`src/rtl/target_ctl_pkg.sv`:
```
// Shared definitions for the target controller: state encodings seen by the
// click detector, LFSR seed/taps, and the position wrap helper.
package target_ctl_pkg;

  // Encodings are fixed by the click detector, which clears its latch on 2'b10.
  typedef enum logic [1:0] {
    ST_IDLE   = 2'b00,
    ST_ACTIVE = 2'b01,
    ST_ARM    = 2'b10,
    ST_MISS   = 2'b11
  } state_t;

  localparam logic [15:0] LFSR_SEED = 16'hACE1;
  // Taps 16,14,13,11 expressed as bit positions 15,13,12,10.
  localparam logic [15:0] LFSR_TAPS = 16'hB400;

  // Fold a 10-bit random value into [0, max). A single subtraction is enough
  // because legal geometries satisfy 2*max >= 1024.
  function automatic logic [10:0] wrap_pos(input logic [9:0] raw, input logic [10:0] max);
    logic [10:0] ext;
    ext = {1'b0, raw};
    return (ext >= max) ? (ext - max) : ext;
  endfunction

endpackage

```
`src/rtl/target_ctl_if.sv`:
```
// Bus between the target controller and its neighbours (click detector,
// rectangle drawer, frame timing and game start logic).
interface target_ctl_if #(
  parameter int CNT_W = 8
);
  logic             frame_tick;
  logic             start;
  logic             rect_clicked;
  logic [1:0]       state_out;
  logic [10:0]      hstart;
  logic [10:0]      vstart;
  logic [10:0]      hlength;
  logic [10:0]      vlength;
  logic [CNT_W-1:0] hits;
  logic [CNT_W-1:0] misses;
  logic             game_done;

  // Controller side.
  modport master (
    input  frame_tick, start, rect_clicked,
    output state_out, hstart, vstart, hlength, vlength, hits, misses, game_done
  );

  // Environment side.
  modport slave (
    output frame_tick, start, rect_clicked,
    input  state_out, hstart, vstart, hlength, vlength, hits, misses, game_done
  );
endinterface

```
`src/rtl/target_ctl_lfsr16.sv`:
```
// Free-running 16-bit Fibonacci LFSR used as the target position source.
module lfsr16
  import target_ctl_pkg::*;
(
  input  logic        pclk,
  input  logic        rst,
  output logic [15:0] o_lfsr
);

  logic [15:0] r_lfsr;
  logic        w_fb;

  assign w_fb   = ^(r_lfsr & LFSR_TAPS);
  assign o_lfsr = r_lfsr;

  // Shift every cycle regardless of game state so positions depend on timing.
  always_ff @(posedge pclk) begin
    if (rst) r_lfsr <= LFSR_SEED;
    else     r_lfsr <= {r_lfsr[14:0], w_fb};
  end

endmodule

```
`src/rtl/target_ctl.sv`:
```
// Game-round controller: arms a target at a pseudo-random position, waits for
// a hit or a frame timeout, and tallies hits/misses over a fixed game length.
module target_ctl
  import target_ctl_pkg::*;
#(
  parameter int HRES           = 1024,
  parameter int VRES           = 768,
  parameter int RECT_W         = 64,
  parameter int RECT_H         = 64,
  parameter int TIMEOUT_FRAMES = 120,
  parameter int MISS_FRAMES    = 30,
  parameter int ARM_CYCLES     = 4,
  parameter int ROUNDS         = 16,
  parameter int CNT_W          = 8
) (
  input  logic         pclk,
  input  logic         rst,
  target_ctl_if.master bus
);

  localparam int FRAME_MAX = (TIMEOUT_FRAMES > MISS_FRAMES) ? TIMEOUT_FRAMES : MISS_FRAMES;
  localparam int FRAME_W   = $clog2(FRAME_MAX + 1);
  localparam int ARM_W     = $clog2(ARM_CYCLES);
  localparam int RND_W     = $clog2(ROUNDS + 1);

  localparam logic [10:0]        HMAX      = 11'(HRES - RECT_W);
  localparam logic [10:0]        VMAX      = 11'(VRES - RECT_H);
  localparam logic [10:0]        H_CENTER  = 11'((HRES - RECT_W) / 2);
  localparam logic [10:0]        V_CENTER  = 11'((VRES - RECT_H) / 2);
  localparam logic [ARM_W-1:0]   ARM_LAST  = ARM_W'(ARM_CYCLES - 1);
  localparam logic [FRAME_W-1:0] TO_LAST   = FRAME_W'(TIMEOUT_FRAMES - 1);
  localparam logic [FRAME_W-1:0] MISS_LAST = FRAME_W'(MISS_FRAMES - 1);
  localparam logic [RND_W-1:0]   RND_END   = RND_W'(ROUNDS);

  state_t             r_state;
  logic [10:0]        r_hstart;
  logic [10:0]        r_vstart;
  logic [10:0]        r_hlength;
  logic [10:0]        r_vlength;
  logic [CNT_W-1:0]   r_hits;
  logic [CNT_W-1:0]   r_misses;
  logic               r_done;
  logic [RND_W-1:0]   r_round;
  logic [ARM_W-1:0]   r_arm_cnt;
  logic [FRAME_W-1:0] r_frame_cnt;

  logic [15:0]        w_lfsr;
  logic [10:0]        w_pos_h;
  logic [10:0]        w_pos_v;
  logic [CNT_W-1:0]   w_hits_inc;
  logic [CNT_W-1:0]   w_misses_inc;
  logic [RND_W-1:0]   w_round_inc;

  lfsr16 u_lfsr (
    .pclk   (pclk),
    .rst    (rst),
    .o_lfsr (w_lfsr)
  );

  // Candidate position from the current LFSR value; only captured on ARM entry.
  assign w_pos_h = wrap_pos(w_lfsr[9:0], HMAX);
  assign w_pos_v = wrap_pos({w_lfsr[3:0], w_lfsr[15:10]}, VMAX);

  assign w_hits_inc   = (r_hits   == '1) ? r_hits   : r_hits   + CNT_W'(1);
  assign w_misses_inc = (r_misses == '1) ? r_misses : r_misses + CNT_W'(1);
  assign w_round_inc  = r_round + RND_W'(1);

  assign bus.state_out = r_state;
  assign bus.hstart    = r_hstart;
  assign bus.vstart    = r_vstart;
  assign bus.hlength   = r_hlength;
  assign bus.vlength   = r_vlength;
  assign bus.hits      = r_hits;
  assign bus.misses    = r_misses;
  assign bus.game_done = r_done;

  // Round FSM plus all registered outputs; a hit takes priority over a timeout.
  always_ff @(posedge pclk) begin
    if (rst) begin
      r_state     <= ST_IDLE;
      r_hstart    <= H_CENTER;
      r_vstart    <= V_CENTER;
      r_hlength   <= 11'(RECT_W);
      r_vlength   <= 11'(RECT_H);
      r_hits      <= '0;
      r_misses    <= '0;
      r_done      <= 1'b0;
      r_round     <= '0;
      r_arm_cnt   <= '0;
      r_frame_cnt <= '0;
    end else begin
      r_hlength <= 11'(RECT_W);
      r_vlength <= 11'(RECT_H);
      case (r_state)
        ST_IDLE: begin
          if (bus.start) begin
            r_state     <= ST_ARM;
            r_hits      <= '0;
            r_misses    <= '0;
            r_round     <= '0;
            r_done      <= 1'b0;
            r_hstart    <= w_pos_h;
            r_vstart    <= w_pos_v;
            r_arm_cnt   <= '0;
            r_frame_cnt <= '0;
          end
        end
        ST_ARM: begin
          r_frame_cnt <= '0;
          if (r_arm_cnt == ARM_LAST) begin
            r_state   <= ST_ACTIVE;
            r_arm_cnt <= '0;
          end else begin
            r_arm_cnt <= r_arm_cnt + ARM_W'(1);
          end
        end
        ST_ACTIVE: begin
          if (bus.rect_clicked) begin
            r_hits  <= w_hits_inc;
            r_round <= w_round_inc;
            if (w_round_inc == RND_END) begin
              r_state <= ST_IDLE;
              r_done  <= 1'b1;
            end else begin
              r_state     <= ST_ARM;
              r_hstart    <= w_pos_h;
              r_vstart    <= w_pos_v;
              r_arm_cnt   <= '0;
              r_frame_cnt <= '0;
            end
          end else if (bus.frame_tick) begin
            if (r_frame_cnt == TO_LAST) begin
              r_state     <= ST_MISS;
              r_misses    <= w_misses_inc;
              r_round     <= w_round_inc;
              r_frame_cnt <= '0;
            end else begin
              r_frame_cnt <= r_frame_cnt + FRAME_W'(1);
            end
          end
        end
        ST_MISS: begin
          if (bus.frame_tick) begin
            if (r_frame_cnt == MISS_LAST) begin
              r_frame_cnt <= '0;
              if (r_round == RND_END) begin
                r_state <= ST_IDLE;
                r_done  <= 1'b1;
              end else begin
                r_state   <= ST_ARM;
                r_hstart  <= w_pos_h;
                r_vstart  <= w_pos_v;
                r_arm_cnt <= '0;
              end
            end else begin
              r_frame_cnt <= r_frame_cnt + FRAME_W'(1);
            end
          end
        end
        default: r_state <= ST_IDLE;
      endcase
    end
  end

endmodule

```
`src/flat_wrapper.sv`:
```
// flat-port wrapper written by rule: the top's interface ports become plain ports
module target_ctl_flat import target_ctl_pkg::*;
#(
  parameter int HRES           = 1024,
  parameter int VRES           = 768,
  parameter int RECT_W         = 64,
  parameter int RECT_H         = 64,
  parameter int TIMEOUT_FRAMES = 120,
  parameter int MISS_FRAMES    = 30,
  parameter int ARM_CYCLES     = 4,
  parameter int ROUNDS         = 16,
  parameter int CNT_W          = 8
)
  (pclk, rst, bus_frame_tick, bus_start, bus_rect_clicked, bus_state_out, bus_hstart, bus_vstart, bus_hlength, bus_vlength, bus_hits, bus_misses, bus_game_done);
  target_ctl_if #(.CNT_W(CNT_W)) bus_i ();
  input  logic pclk;
  input  logic rst;
  input wire logic [$bits(bus_i.frame_tick)-1:0] bus_frame_tick;
  input wire logic [$bits(bus_i.start)-1:0] bus_start;
  input wire logic [$bits(bus_i.rect_clicked)-1:0] bus_rect_clicked;
  output wire logic [$bits(bus_i.state_out)-1:0] bus_state_out;
  output wire logic [$bits(bus_i.hstart)-1:0] bus_hstart;
  output wire logic [$bits(bus_i.vstart)-1:0] bus_vstart;
  output wire logic [$bits(bus_i.hlength)-1:0] bus_hlength;
  output wire logic [$bits(bus_i.vlength)-1:0] bus_vlength;
  output wire logic [$bits(bus_i.hits)-1:0] bus_hits;
  output wire logic [$bits(bus_i.misses)-1:0] bus_misses;
  output wire logic [$bits(bus_i.game_done)-1:0] bus_game_done;
  assign bus_i.frame_tick = bus_frame_tick;
  assign bus_i.start = bus_start;
  assign bus_i.rect_clicked = bus_rect_clicked;
  assign bus_state_out = bus_i.state_out;
  assign bus_hstart = bus_i.hstart;
  assign bus_vstart = bus_i.vstart;
  assign bus_hlength = bus_i.hlength;
  assign bus_vlength = bus_i.vlength;
  assign bus_hits = bus_i.hits;
  assign bus_misses = bus_i.misses;
  assign bus_game_done = bus_i.game_done;
  target_ctl #(.HRES(HRES), .VRES(VRES), .RECT_W(RECT_W), .RECT_H(RECT_H), .TIMEOUT_FRAMES(TIMEOUT_FRAMES), .MISS_FRAMES(MISS_FRAMES), .ARM_CYCLES(ARM_CYCLES), .ROUNDS(ROUNDS), .CNT_W(CNT_W)) u_core (.pclk(pclk), .rst(rst), .bus(bus_i));
endmodule
```
`config.mk`:
```
export PLATFORM = sky130hd
export DESIGN_NAME = target_ctl_flat
export DESIGN_NICKNAME = d
export VERILOG_FILES = /design/src/rtl/target_ctl_pkg.sv /design/src/rtl/target_ctl_if.sv /design/src/rtl/target_ctl_lfsr16.sv /design/src/rtl/target_ctl.sv /design/src/flat_wrapper.sv
export SDC_FILE = /design/constraint.sdc
export NUM_CORES = 1
export LEC_CHECK = 0
export CAP_MARGIN = 30
export CORE_UTILIZATION = 56
export DETAILED_ROUTE_END_ITERATION = 7
export GPL_ROUTABILITY_DRIVEN = 0
export PLACE_DENSITY = 0.85
export SYNTH_ARGS = -nofsm -noshare
export SYNTH_HDL_FRONTEND = slang
export SYNTH_SLANG_ARGS = --single-unit
```
`constraint.sdc`:
```
create_clock -name pclk -period 4.4 [get_ports pclk]
set_input_delay 0.88 -clock pclk [delete_from_list [all_inputs] [get_ports pclk]]
set_output_delay 0.88 -clock pclk [all_outputs]
set_load 0.03 [all_outputs]
```
==> results of run 1 <==
## worst paths after layout
| check | cells past startpoint | endpoint | start | slack (ps) |
|---|---|---|---|---|
| min | 2 | u_core.u_lfsr.o_lfsr[13] | u_core.u_lfsr.o_lfsr[12] | 470 |
| max reg2reg | 5 | u_core.bus.hstart[6] | u_core.bus.state_out[1] | 1670 |
| max | 1 | bus_state_out[1] | u_core.bus.state_out[1] | 1440 |
| min reg2reg | 2 | u_core.u_lfsr.o_lfsr[13] | u_core.u_lfsr.o_lfsr[12] | 470 |
## registers in the layout (all words and copies together), names as in the netlist
signal	cells
u_core.bus.hstart	11
u_core.r_frame_cnt	7
u_core.bus.misses	8
u_core.bus.hits	8
u_core.bus.state_out	2
u_core.r_round	5
u_core.u_lfsr.o_lfsr	16
u_core.bus.game_done	1
u_core.r_arm_cnt	2
u_core.bus.vstart	11
## stage by stage
stage / area (sq um) / setup slack, ps / util, %
6_report: 4190 / 1440 / 69.1
5_1_grt: 4190 / 1360 / 69.1
4_1_cts: 4190 / 1470 / 69.1
3_5_place_dp: 3980 / 1360 / 65.7
3_3_place_gp: 3980 / 1430 / 65.7
2_1_floorplan: 3690 / 2380 / -
## power groups by stage
stage	sequential (mW)	clock [mW]	combinational (mW)
2_1_floorplan	0.755	0	0.185
3_3_place_gp	0.729	0	0.270
3_5_place_dp	0.729	0	0.278
4_1_cts	0.715	0.550	0.280
5_1_grt	0.722	0.577	0.305
6_report	0.716	0.541	0.281
## cells by family (layout without fill, tap and decap cells)
group / count (synthesis) / in the layout / share of synthesized area [%]
adder cells (fa/ha/maj): 11 / 11 / 3.80
XOR/XNOR: 13 / 13 / 3.15
multiplexers: 3 / 3 / 0.830
buffers and inverters: 56 / 78 / 9.10
flip-flops: 71 / 71 / 39.3
AO/OA/AOI/OAI: 109 / 109 / 20.4
other: 2 / 22 / 0.208
AND/OR/NAND/NOR: 150 / 150 / 23.2
## cells in the final DEF, fill, tap and decap left out, types with 3 or more instances in the layout
cell type and n:
conb_1 22, nand2b_1 5, or3_1 4, o31ai_1 6, nand4_1 10, or4_1 3, buf_4 4, xnor2_1 4
clkdlybuf4s50_1 44, o21ai_0 27, clkbuf_8 9, a21oi_1 32, and4_1 3, inv_1 13, nor3_1 5, ha_1 11
nand3_1 23, dfxtp_1 71, nor3b_1 3, xor2_1 9, o211ai_1 6, and2_1 4, nand3b_1 4, nand4b_1 4
a211oi_1 3, a31oi_1 4, nor2b_1 6, nand2_1 26, or2_2 6, mux2i_1 3, and3_1 6, nor2_1 27
## routing by layer
metal | wire length [um] | GRT usage [%]
met1 | 3640 | 34.0
met2 | 3940 | 40.2
met3 | 365 | 4.07
met4 | 155 | 12.5
met5 | 0 | 0
## layout make-up
| cell class | instances | area [sq um] | share of cell area (%) |
|---|---|---|---|
| Multi-Input combinational cell | 308 | 1940 | 46.4 |
| Clock inverter | 7 | 80.1 | 1.91 |
| Clock buffer | 9 | 124 | 2.96 |
| Timing Repair Buffer | 49 | 475 | 11.4 |
| Inverter | 13 | 48.8 | 1.17 |
| Sequential cell | 71 | 1420 | 34.0 |
| Tap cell | 75 | 93.8 | 2.24 |
==> results.md, run 1 <==
* Clock Latency Late Sink at 350 ps
* Die area at a little under 7000 sq um
* Layout Skew at 9.12 ps
* Net Sw Frac at 31.9%
* RSZ-0062 raised after global routing: no
* Crit path max-delay cell type: dfxtp_1
* CP bufs+invs at 1
* Crit-path max FO at 26
* Routed length per instance at approximately 15 um
* Psw at slightly below 0.5 mW
* Post-synth top area cell: dfxtp_1
* Fin crit period at 2960 ps
* Root Buffer: clkbuf_8
* Initial antenna violation count at 0
* Crit path largest cell delay at ~900 ps
* Ports at roughly 70
* Startpoint types: flip-flop
* Htree depth at 3
* Hold buffers post-CTS at 0
* Max-slew violations at 0
* Core Region at 6060 sq um
* Max cap viols at 0
* Setup bufs post-CTS at 0
* Worst hold slack at ~470 ps
* Ys flop type: dfxtp_1
* Width of the die at a little over 80 um
* Worst-Margin Slew at between 1000 and 1500 ps
* GRT Residual Overflow at 0
* Flop pwr share at a little under half
* Cell Count, Final, Fillers Out at roughly 530
* Total power at about 1.5 mW
* Tot GR Track Use at between 20% and 30%
* Register bit count reported by yosys at a little over 70
* CTS tree: yes
* CP arrival at 2080 ps
* Layout cells sized above 1 at 9.19%
* Die height at a little over 80 um
* Critical path type: reg2out
* Synth top cells by count: dfxtp_1 (71), a21oi_1 (32), nor2_1 (27), o21ai_0 (27), nand2_1 (26)
* Initial Utilization at between 50% and 60%
* Asr flop ratio synth at 0%
* Via count at roughly 3,200
* # setup viols final at 0
* Synth Area per Inst at 8.72 sq um
* Worst slew margin at 33.2%
* Cell Area, Synth at ~3600 sq um
* Max VDD drop at roughly 0.28 mV
* DR vias/cell at just under 6
* # diodes at 0
* Vias in the first global route at between 2,000 and 3,000
* Most frequent cell after synthesis: dfxtp_1
* DR pass1 iterations at 5
* DRC errors left at 0
* Drt total wl at roughly 8100 um
* Row Count at 28
* Fin nets at about 470
* Part of the cycle the worst path needs at roughly two thirds
* Port-buffer cells at 45
* DR iter-0 viols at around 230
* Number of synthesized flops with an enable pin at 0
* Clock tree buffer depth at 2
* Detailed Place HPWL at 5490 um
* CTS Sinks at 71
* Critical Path RT at approximately 3500 ps
* Synth top area share at slightly below 40%
* Peak Freq at approximately 340 MHz
* First-pass GRT wire length at between 10,000 and 15,000 um
* Antenna Nets Post-Route at 0
* CP delay by family, top: flip-flops
* Synth warn at 0
* Status: complete, no violations
* Comb pwr share at around 18%
* Largest net degree at the start of global routing at between 50 and 60
* Area growth syn-to-layout at 15.7%
* Critical Path Sink Type: output port
* Syn Inst Count at a little over 400
* Post-cts repair resize count at 0
* # fillers at 480
* PD cells at between 300 and 400 nW/um^2
* Placed Cells at roughly 520
* Clock transition at path regs at about 90 ps
* Setup TNS at 0 ps
* Internal power at between 1 and 1.5 mW
* CTS Buf Count at 9
* Final Hold Vio Count at 0
* Clock network power share at 35.2%
* Hold Crit Class: reg2reg
* Lkg Pwr at about 1.5 nW
* CP Cell Sequence: clkdlybuf4s50_1
* Unique masters post-synth at ~70
* Sequential area share after synthesis at 39.3%
* Area contributors post-synth: dfxtp_1 (39%), buf_4 (4.6%), a21oi_1 (4.4%)
No activity file was read; power rests on OpenSTA's default activity.
==> run 2, diff against run 1 <==
CORE_UTILIZATION = 47   (was 56)
PLACE_DENSITY = 0.76   (was 0.85)
clock period = 2.7 ns   (was 4.4 ns; I/O delays follow)
==> run 2 against run 1 <==
Via count about the same; cell area increased by 2.0%; first-iteration DRC count decreased by 28%; utilization decreased by 11 points; clock power increased by 74%; highest routed layer unchanged.
==> results.md, run 2 (synthesized netlist as in run 1, its figures left out) <==
* Setup TNS at 0 ps (unchanged)
* CTS Buf Count at 9 (unchanged)
* Reg2reg start: u_core.bus.state_out[1]
* DRC errors left at 0 (unchanged)
* PD cells at 603 nW/um^2 (+64%)
* Port-buffer cells at 45 (unchanged)
* Initial Utilization at 49.3% (-10 points)
* Routed length per instance at 14.5 um (-4.4%)
* Width of the die at 89.7 um (+8.9%)
* Worst R2R Setup Slack at 550 ps (-1120 ps)
* DR vias/cell at 5.62 (-5.3%)
* Critical Path RT at 2160 ps (-1360 ps)
* Antenna Nets Post-Route at 0 (unchanged)
* Placed Cells at 546 (+5.8%)
* CP arrival at 1890 ps (-190 ps)
* Critical Path Sink Type: output port
* # setup viols final at 0 (unchanged)
* Drt total wl at 8170 um (+0.96%)
* DR pass1 iterations at 6 (+1)
* CTS Sinks at 71 (unchanged)
* Finished layout cell area at 4270 sq um (+2.0%)
* Critical path type: reg2out
* Row Count at 31 (+11%)
* R2R cell count at 4 (-1)
* Core Region at 7330 sq um (+21%)
* Crit path largest cell delay at 790 ps (-110 ps)
* DR iter-0 viols at 166 (-28%)
* Cell Count, Final, Fillers Out at 562 (+5.6%)
* Htree depth at 3 (unchanged)
* CP bufs+invs at 1 (unchanged)
* # fillers at 636 (+33%)
* Area growth syn-to-layout at 18.0%
* CP delay by family, top: buffers and inverters
* Crit-path max FO at 19 (-27%)
* Startpoint types: flip-flop
* Lkg Pwr at 1.58 nW (+2.1%)
* Fin crit period at roughly 2400 ps
* # diodes at 0 (unchanged)
* Root Buffer: clkbuf_8
* First-pass GRT wire length at 14,000 um (+5.9%)
* Fin nets at 474 (+1.3%)
* RSZ-0062 raised after global routing: no
* Post-cts repair resize count at 0 (unchanged)
* Status: complete, no violations
* Vias in the first global route at 2,868 (-0.83%)
* CTS tree: yes
* Clock transition at path regs at 80 ps (about the same)
* Max cap viols at 0 (unchanged)
* GRT Residual Overflow at 0 (unchanged)
* Detailed Place HPWL at 5550 um (+1.0%)
* Largest register FFs at 16 (unchanged)
* Max-slew violations at 0 (unchanged)
* Hold path startpoint: u_core.u_lfsr.o_lfsr[13]
* Clock tree buffer depth at 2 (unchanged)
* DP Area at 4060 sq um (+1.9%)
* Peak Freq at between 400 and 500 MHz
* Hold Crit Class: reg2reg
* Clock Latency Late Sink at 350 ps (about the same)
* Setup bufs post-CTS at 0 (unchanged)
* Hold Crit Depth at 2 (unchanged)
* Initial antenna violation count at 0 (unchanged)
* Layout Skew at 6.16 ps (-2.95 ps)
* Max VDD drop at 0.275 mV (about the same)
* Final Hold Vio Count at 0 (unchanged)
* Part of the cycle the worst path needs at 90.0%
* Reg2Reg Capture Point: u_core.bus.vstart[10]
* Crit path max-delay cell type: clkdlybuf4s50_1
* Worst-Margin Slew at 646 ps (-356 ps)
* Tot GR Track Use at 21.2% (-4.4 points)
* Largest net degree at the start of global routing at 41 (-27%)
* Most frequent cells in the layout: dfxtp_1 (71), clkdlybuf4s50_1 (44), a21oi_1 (32)
* Hold buffers post-CTS at 0 (unchanged)
* Most common cell after layout, fill and taps aside: dfxtp_1
* Via count at 3,157 (+0.032%)
* CP Cell Sequence: clkdlybuf4s50_1
* Die height at 89.7 um (+8.9%)
* Final core occ at 58.2% (-11 points)
* Worst hold slack at 461 ps (-5.66 ps)
* Worst Hold End: u_core.u_lfsr.o_lfsr[14]
* Worst slew margin at 56.9% (+24 points)
* Layout cells sized above 1 at 9.94% (+0.74 points)
* Ports at 68 (unchanged)
* Die area at 8050 sq um (+19%)
[run 2: power breakdown]
group          total, mW  internal [mW]  switching (mW)
clock              0.941          0.523           0.418
sequential          1.16           1.10          0.0556
combinational      0.475          0.173           0.302
total               2.58           1.80           0.777
[run 2: cell type report]
type	count	area, sq um	share of cell area (%)
inverter	13	48.8	1.14
multi-input combinational	308	1940	45.5
timing repair buffer	55	520	12.2
clock inverter	5	81.3	1.91
clock buffer	11	131	3.08
tap	99	124	2.90
sequential	71	1420	33.3
[run 2: worst max-delay path by stage]
| stage | start | end | slack, ps | cells after the start |
|---|---|---|---|---|
| 6_report | u_core.bus.state_out[1] | bus_state_out[1] | 270 | 1 |
| 5_1_grt | u_core.bus.state_out[1] | bus_state_out[1] | 210 | 1 |
| 4_1_cts | u_core.bus.state_out[1] | bus_state_out[1] | 280 | 1 |
| 3_5_place_dp | bus_start | u_core.bus.vstart[10] | 210 | 7 |
| 3_3_place_gp | bus_start | u_core.bus.vstart[10] | 230 | 7 |
| 2_1_floorplan | u_core.bus.misses[0] | u_core.bus.misses[6] | 760 | 6 |
[run 2: metrics by stage]
stage,setup WS (ps),power (mW)
after floorplan,761,1.53
after global placement,227,1.64
after detailed placement,213,1.65
after CTS,278,2.58
after global routing,213,2.68
final,271,2.58
[run 2: layer usage]
| metal | share of wire, % | global-route usage, % |
|---|---|---|
| met2 | 44 | 32.2 |
| met3 | 6.0 | 4.74 |
| met1 | 48 | 29.7 |
| met5 | 0 | 0 |
| met4 | 1.4 | 6.97 |
==> run 3, diff against run 2 <==
ABC_CLOCK_PERIOD_IN_PS = 2700   (was default)
==> results of run 3 <==
Final layout, timing and power as in run 2 (identical DEF).
